<file path="config.mk">
export PLATFORM = sky130hd
export DESIGN_NAME = pipe_wb_regfile
export DESIGN_NICKNAME = d
export VERILOG_FILES = /design/src/rtl/pipe_wb_regfile.sv
export SDC_FILE = /design/constraint.sdc
export NUM_CORES = 2
export LEC_CHECK = 0
export BUFFER_PORTS_ARGS = -buffer_cell sky130_fd_sc_hd__buf_2
export CORE_MARGIN = 8
export CORE_UTILIZATION = 30
export CTS_CLUSTER_SIZE = 14
export DETAILED_ROUTE_END_ITERATION = 7
export PLACE_DENSITY_LB_ADDON = 0.2
export SYNTH_ARGS = -nofsm -noshare
export SYNTH_HDL_FRONTEND = slang
export SYNTH_SLANG_ARGS = --single-unit
</file>
<file path="constraint.sdc">
create_clock -name clock -period 3.35 [get_ports clock]
set_input_delay 0.335 -clock clock [delete_from_list [all_inputs] [get_ports clock]]
set_output_delay 0.335 -clock clock [all_outputs]
set_load 0.05 [all_outputs]
</file>
<file path="src/rtl/pipe_wb_regfile.sv">
// rtl/pipe_wb_regfile.sv - W-stage write-back select, 32x32 register file, commit counter
// Optional write-through bypass on the read ports: define WB_REGFILE_BYPASS_EN.
module pipe_wb_regfile (
   input  logic        clock,
   input  logic        resetn,
   input  logic        wwreg,
   input  logic        wm2reg,
   input  logic [31:0] wmo,
   input  logic [31:0] walu,
   input  logic [4:0]  wrn,
   input  logic [4:0]  rna,
   input  logic [4:0]  rnb,
   output logic [31:0] qa,
   output logic [31:0] qb,
   output logic [31:0] wdi,
   output logic [31:0] wcount
);

   logic [31:0] regs [0:31];
   logic [31:0] wcount_q;
   logic        commit;
   logic [31:0] rd_a;
   logic [31:0] rd_b;

   assign wdi    = wm2reg ? wmo : walu;
   assign commit = wwreg && (wrn != 5'd0);
   assign wcount = wcount_q;

   // Entry 0 is cleared on reset and never written, so it stays zero.
   always_ff @(posedge clock or negedge resetn) begin
      if (!resetn) begin
         for (int i = 0; i < 32; i++) begin
            regs[i] <= '0;
         end
         wcount_q <= '0;
      end else if (commit) begin
         regs[wrn] <= wdi;
         wcount_q  <= wcount_q + 32'd1;
      end
   end

   always_comb begin
      rd_a = (rna == 5'd0) ? 32'd0 : regs[rna];
      rd_b = (rnb == 5'd0) ? 32'd0 : regs[rnb];
   end

`ifdef WB_REGFILE_BYPASS_EN
   // commit implies wrn != 0, so an r0 read can never pick up the bypass.
   assign qa = (commit && (rna == wrn)) ? wdi : rd_a;
   assign qb = (commit && (rnb == wrn)) ? wdi : rd_b;
`else
   assign qa = rd_a;
   assign qb = rd_b;
`endif

endmodule

</file>
* Word-level counts from Yosys, hierarchy flattened *
Index checks and enable logic that the tools add are counted.
W data, S select, Z words.

word-level totals
  bits in registers = 1056
  input port bits = 83
  output and inout port bits = 128
  logic and storage cells = 58

cells by class
  $add $sub $neg = 1
  order comparisons = 4
  multiplexer cells = 12
  bitwise gates (word level) = 3
  reduce and logical (&&, ||, !) cells = 5

operators by type and width
  cell                     count
  $bwmux W1024             1
  $bmux W32 S5             2
  $mux W32                 8
  $demux W32 S5            1
  $add A32 B1 Y32 const B  1
  $ge A6 B6 Y1 const B     3
  $not A5 Y6               3
  $logic_not A5 Y1         2
  $lt A6 B1 Y1 const B     1
  $reduce_bool A5 Y1       1
  $logic_and A1 B1 Y1      2

* Logic depth before layout (Yosys ltp) *
  depth in word-level cells = 6
  gate-level depth with buffers = 9
  depth with buffers taken out = 5

* Worst setup path after synthesis *
Ideal clock, no wire load.

  path kind = input to output
  from = input rnb[1]
  to = output qb[17]
  arrival time = 2.973 ns
  required time = 3.015 ns
  setup slack = 0.042 ns
  stages = 9
  buffers on the path = 5
  cell sequence = buf_2 buf_6 buf_6 buf_4 buf_2 mux2i_1 a22oi_1 a21oi_1 nor4_1

on the way
  word-level cells in the longest chain between the ends = 5
  elaborated cells on any way between the ends = 6
  those cells by class = mux (4); bitwise (1); reduce/logical (1)

ends and longest elaborated chain
  element                                      RTL line  source
  start, declared                              12        input logic [4:0] rnb,
  $not A5 Y6 (not written as such)             44        rd_b = (rnb == 5'd0) ? 32'd0 : regs[rnb];
  $bmux W32 S5                                 44
  $mux W32 (not written as such) (2 in a row)  44
  $mux W32 *                                   44
  end, declared                                14        output logic [31:0] qb,

Every way passes the cells marked *; elsewhere a longest branch is shown, timed or not. The select of a mux whose other input is x is not followed.

* Worst setup path after layout *
  from = register regs[23] in the netlist's numbering
  to = output qb[23]

on the way
  word-level cells in the longest chain between the ends = 4

ends and longest elaborated chain
  element                                      RTL line  source
  start, declared                              19        logic [31:0] regs [0:31];
  start signal, assigned by index              37        regs[wrn] <= wdi;
  $bmux W32 S5                                 44
  $mux W32 (not written as such) (2 in a row)  44
  $mux W32                                     44

No other way between the ends. The select of a mux whose other input is x is not followed.

==> metrics <==
status=complete, no violations; # rows=156; Mapped Avg Cell Area=10.9 sq um; Tot Pwr=42.3 mW; endpoint class of the critical path=output pin; RR Startpoint=wcount[4]; syn nets=5063; H-tree Lvls=3; RSZ-0062 raised after global routing=false; number of vias per cell=5.43; Peak VDD IR=0.514 mV; post-synthesis cell type count=43; DR iter-0 viols=between 3000 and 4000; Setup CP Type=reg2out; sink of the worst hold path=regs[668]; Seq/Total Area, Yosys=0.486; die area=about 0.2 sq mm; largest net degree at the start of global routing=86; Critical Path RT=3.01 ns; Root Buffer=clkbuf_16; ranking of synthesized cells by area=dfrtp_1, mux4_2, a21oi_1; GPL Wtd Cong=0.818; number of I/O port buffers=210; Worst setup SP type=register; I/O pin cnt=211; initial antenna violation count=10; DP HPWL=roughly 130000 microns; synthesized instance count=4979; Area growth, synth to finish=19.4%; total CTS buffers=between 100 and 150; Slew Limit Fails=0; Via Count=40600; leak pwr=around 27 nW; clock skew=0.00789 ns; post-layout min period=3.30 ns; die width=442 microns; Max-Cap Viols=0; DRT Pass-1 Iters=5; CTS tree=built; share of cells above drive strength 1=0.252; synthesized area=0.0544 sq mm; chip height=442 microns; Arrival @ worst endpoint=2.97 ns; Post-CTS Setup Repair Bufs=0; Final period util=0.986; clock latency on the worst-skew pair=roughly 0.73 ns; worst r2r path cells=4; Pwr Density=651 mW/mm^2; first-pass GRT wire length=301000 microns; most frequent cell after synthesis=dfrtp_1; Hold Path Class=in2reg; fraction of synthesized cell area taken by the top area cell type=0.486; hold path depth=4; Total GRT Usage=0.204; Worst Tran Pin Value=1.15 ns; Post-synth top cells=dfrtp_1, nor2_1, a21oi_1; Worst-path clk slew=0.06 ns; worst hold start=walu[28]; yosys warns=0; Final Util=0.360; CP Max Fanout=3; core area=0.181 sq mm; initial core utilization=0.301; reg2reg end=wcount[27]; Setup Viol. Count Final=0; Final Hold Viols=0; Rel. slew slack=0.228; wirelength, routed=between 200000 and 250000 microns; r2r setup slk=1.12 ns; flops & latches, synth=1056; DRC Markers=0; Clock Tree Buf Depth=3; fin nets=5102; vias in the first global route=41500; dominant cell type by area after synthesis=dfrtp_1; WL per Instance=27.2 microns; setup TNS=0 ns; ANT nets after route=0; Clock Sinks=1056; number of synthesized flops with an enable pin=0; Synth Flop Type=dfrtp_1; Peak Freq=around 0.30 GHz; FFs w/ async S/R, synth=1.00; grt ovf=0
layout make-up:
cell class	instances	area (sq um)
sequential	1056	26400
timing repair buffer	462	5000
clock inverter	49	853
tap	2370	2970
fill	17700	116000
multi-input combinational	3344	26100
clock buffer	165	3420
antenna	2	5.00
inverter	40	150
layout by cell type, fill, tap and decap left out, types with 4 or more instances in the layout:
cell	instances
nand3_1	6
clkinvlp_4	5
o311a_1	32
nor3_1	70
dfrtp_1	1056
buf_4	170
nand4_1	42
clkinv_2	18
buf_12	146
nand3_4	8
nor3_4	12
o21ai_0	416
o22a_1	32
a21oi_1	616
and4_1	5
o22ai_1	82
nor2b_1	44
a211oi_1	36
clkbuf_16	118
buf_8	6
clkbuf_1	18
and3_1	5
nor2_1	651
a32o_1	4
nand2_1	431
mux2_2	125
clkbuf_8	29
nand2b_1	10
buf_2	138
nor4_4	5
nor4_1	8
inv_1	39
mux2i_1	132
mux4_2	428
mux2i_2	8
xnor2_1	10
mux2i_4	24
bufinv_16	22
xor2_1	21
a22oi_1	48
worst max-delay path, stage by stage (launching register included):
cell and delay (ns):
dfrtp_1 0.40, mux4_2 0.49, mux4_2 0.54, o22ai_1 0.28, nor3_1 0.19, buf_4 0.18
buf_12 0.14
how the worst max path moves through the flow:
stage | startpoint | endpoint | slack (ns) | cells after the start
6_report | regs[23] | qb[23] | 0.05 | 6
5_1_grt | regs[55] | qb[23] | 0.02 | 6
4_1_cts | regs[23] | qb[23] | 0.008 | 6
3_5_place_dp | rnb[1] | qb[9] | -0.07 | 10
3_3_place_gp | rnb[1] | qb[9] | -0.04 | 10
2_1_floorplan | rnb[1] | qb[17] | 0.04 | 9
cells by family after synthesis:
logic type / share of synthesized area
buf+inv: 0.0448
compound gates: 0.128
fa+ha+maj: 0.000230
mux: 0.233
simple gates: 0.103
xor+xnor: 0.00499
flops: 0.486
where the power goes:
group          internal, mW  leakage, nW  switching, mW
Combinational          5.01         12.1           5.08
Clock                  8.77         2.10           5.63
Sequential             15.5         13.1           2.29
Total                  29.3         27.3           13.0
metal layers:
layer  global-route usage  routed length, microns  vias up
li1                     -                       -    18100
met3               0.0277                   10400      335
met4               0.0733                    7460        0
met1                0.272                   86800    21000
met2                0.340                   98700     1228
met5                    0                       0        -
registers in the layout, indices dropped and copies added, names as in the netlist:
name and count:
wcount 32, regs 1024
metrics by stage:
stage	hold WS [ns]	instances	setup slack, ns	area, sq um
4_1_cts	0.128	7486	0.00813	65000
5_1_grt	0.202	7487	0.0180	65000
2_1_floorplan	0.0394	4979	0.0419	54400
3_3_place_gp	0.383	7271	-0.0391	60600
6_report	0.190	7488	0.0456	65000
3_5_place_dp	0.385	7271	-0.0680	60600
repair_timing:
item	in CTS	in global routing
endpoints found under the setup margin	5	0
hold buffers	1	0
resized for setup	5	0
endpoints found under the hold margin	37	0
No activity file was read; power rests on OpenSTA's default activity.
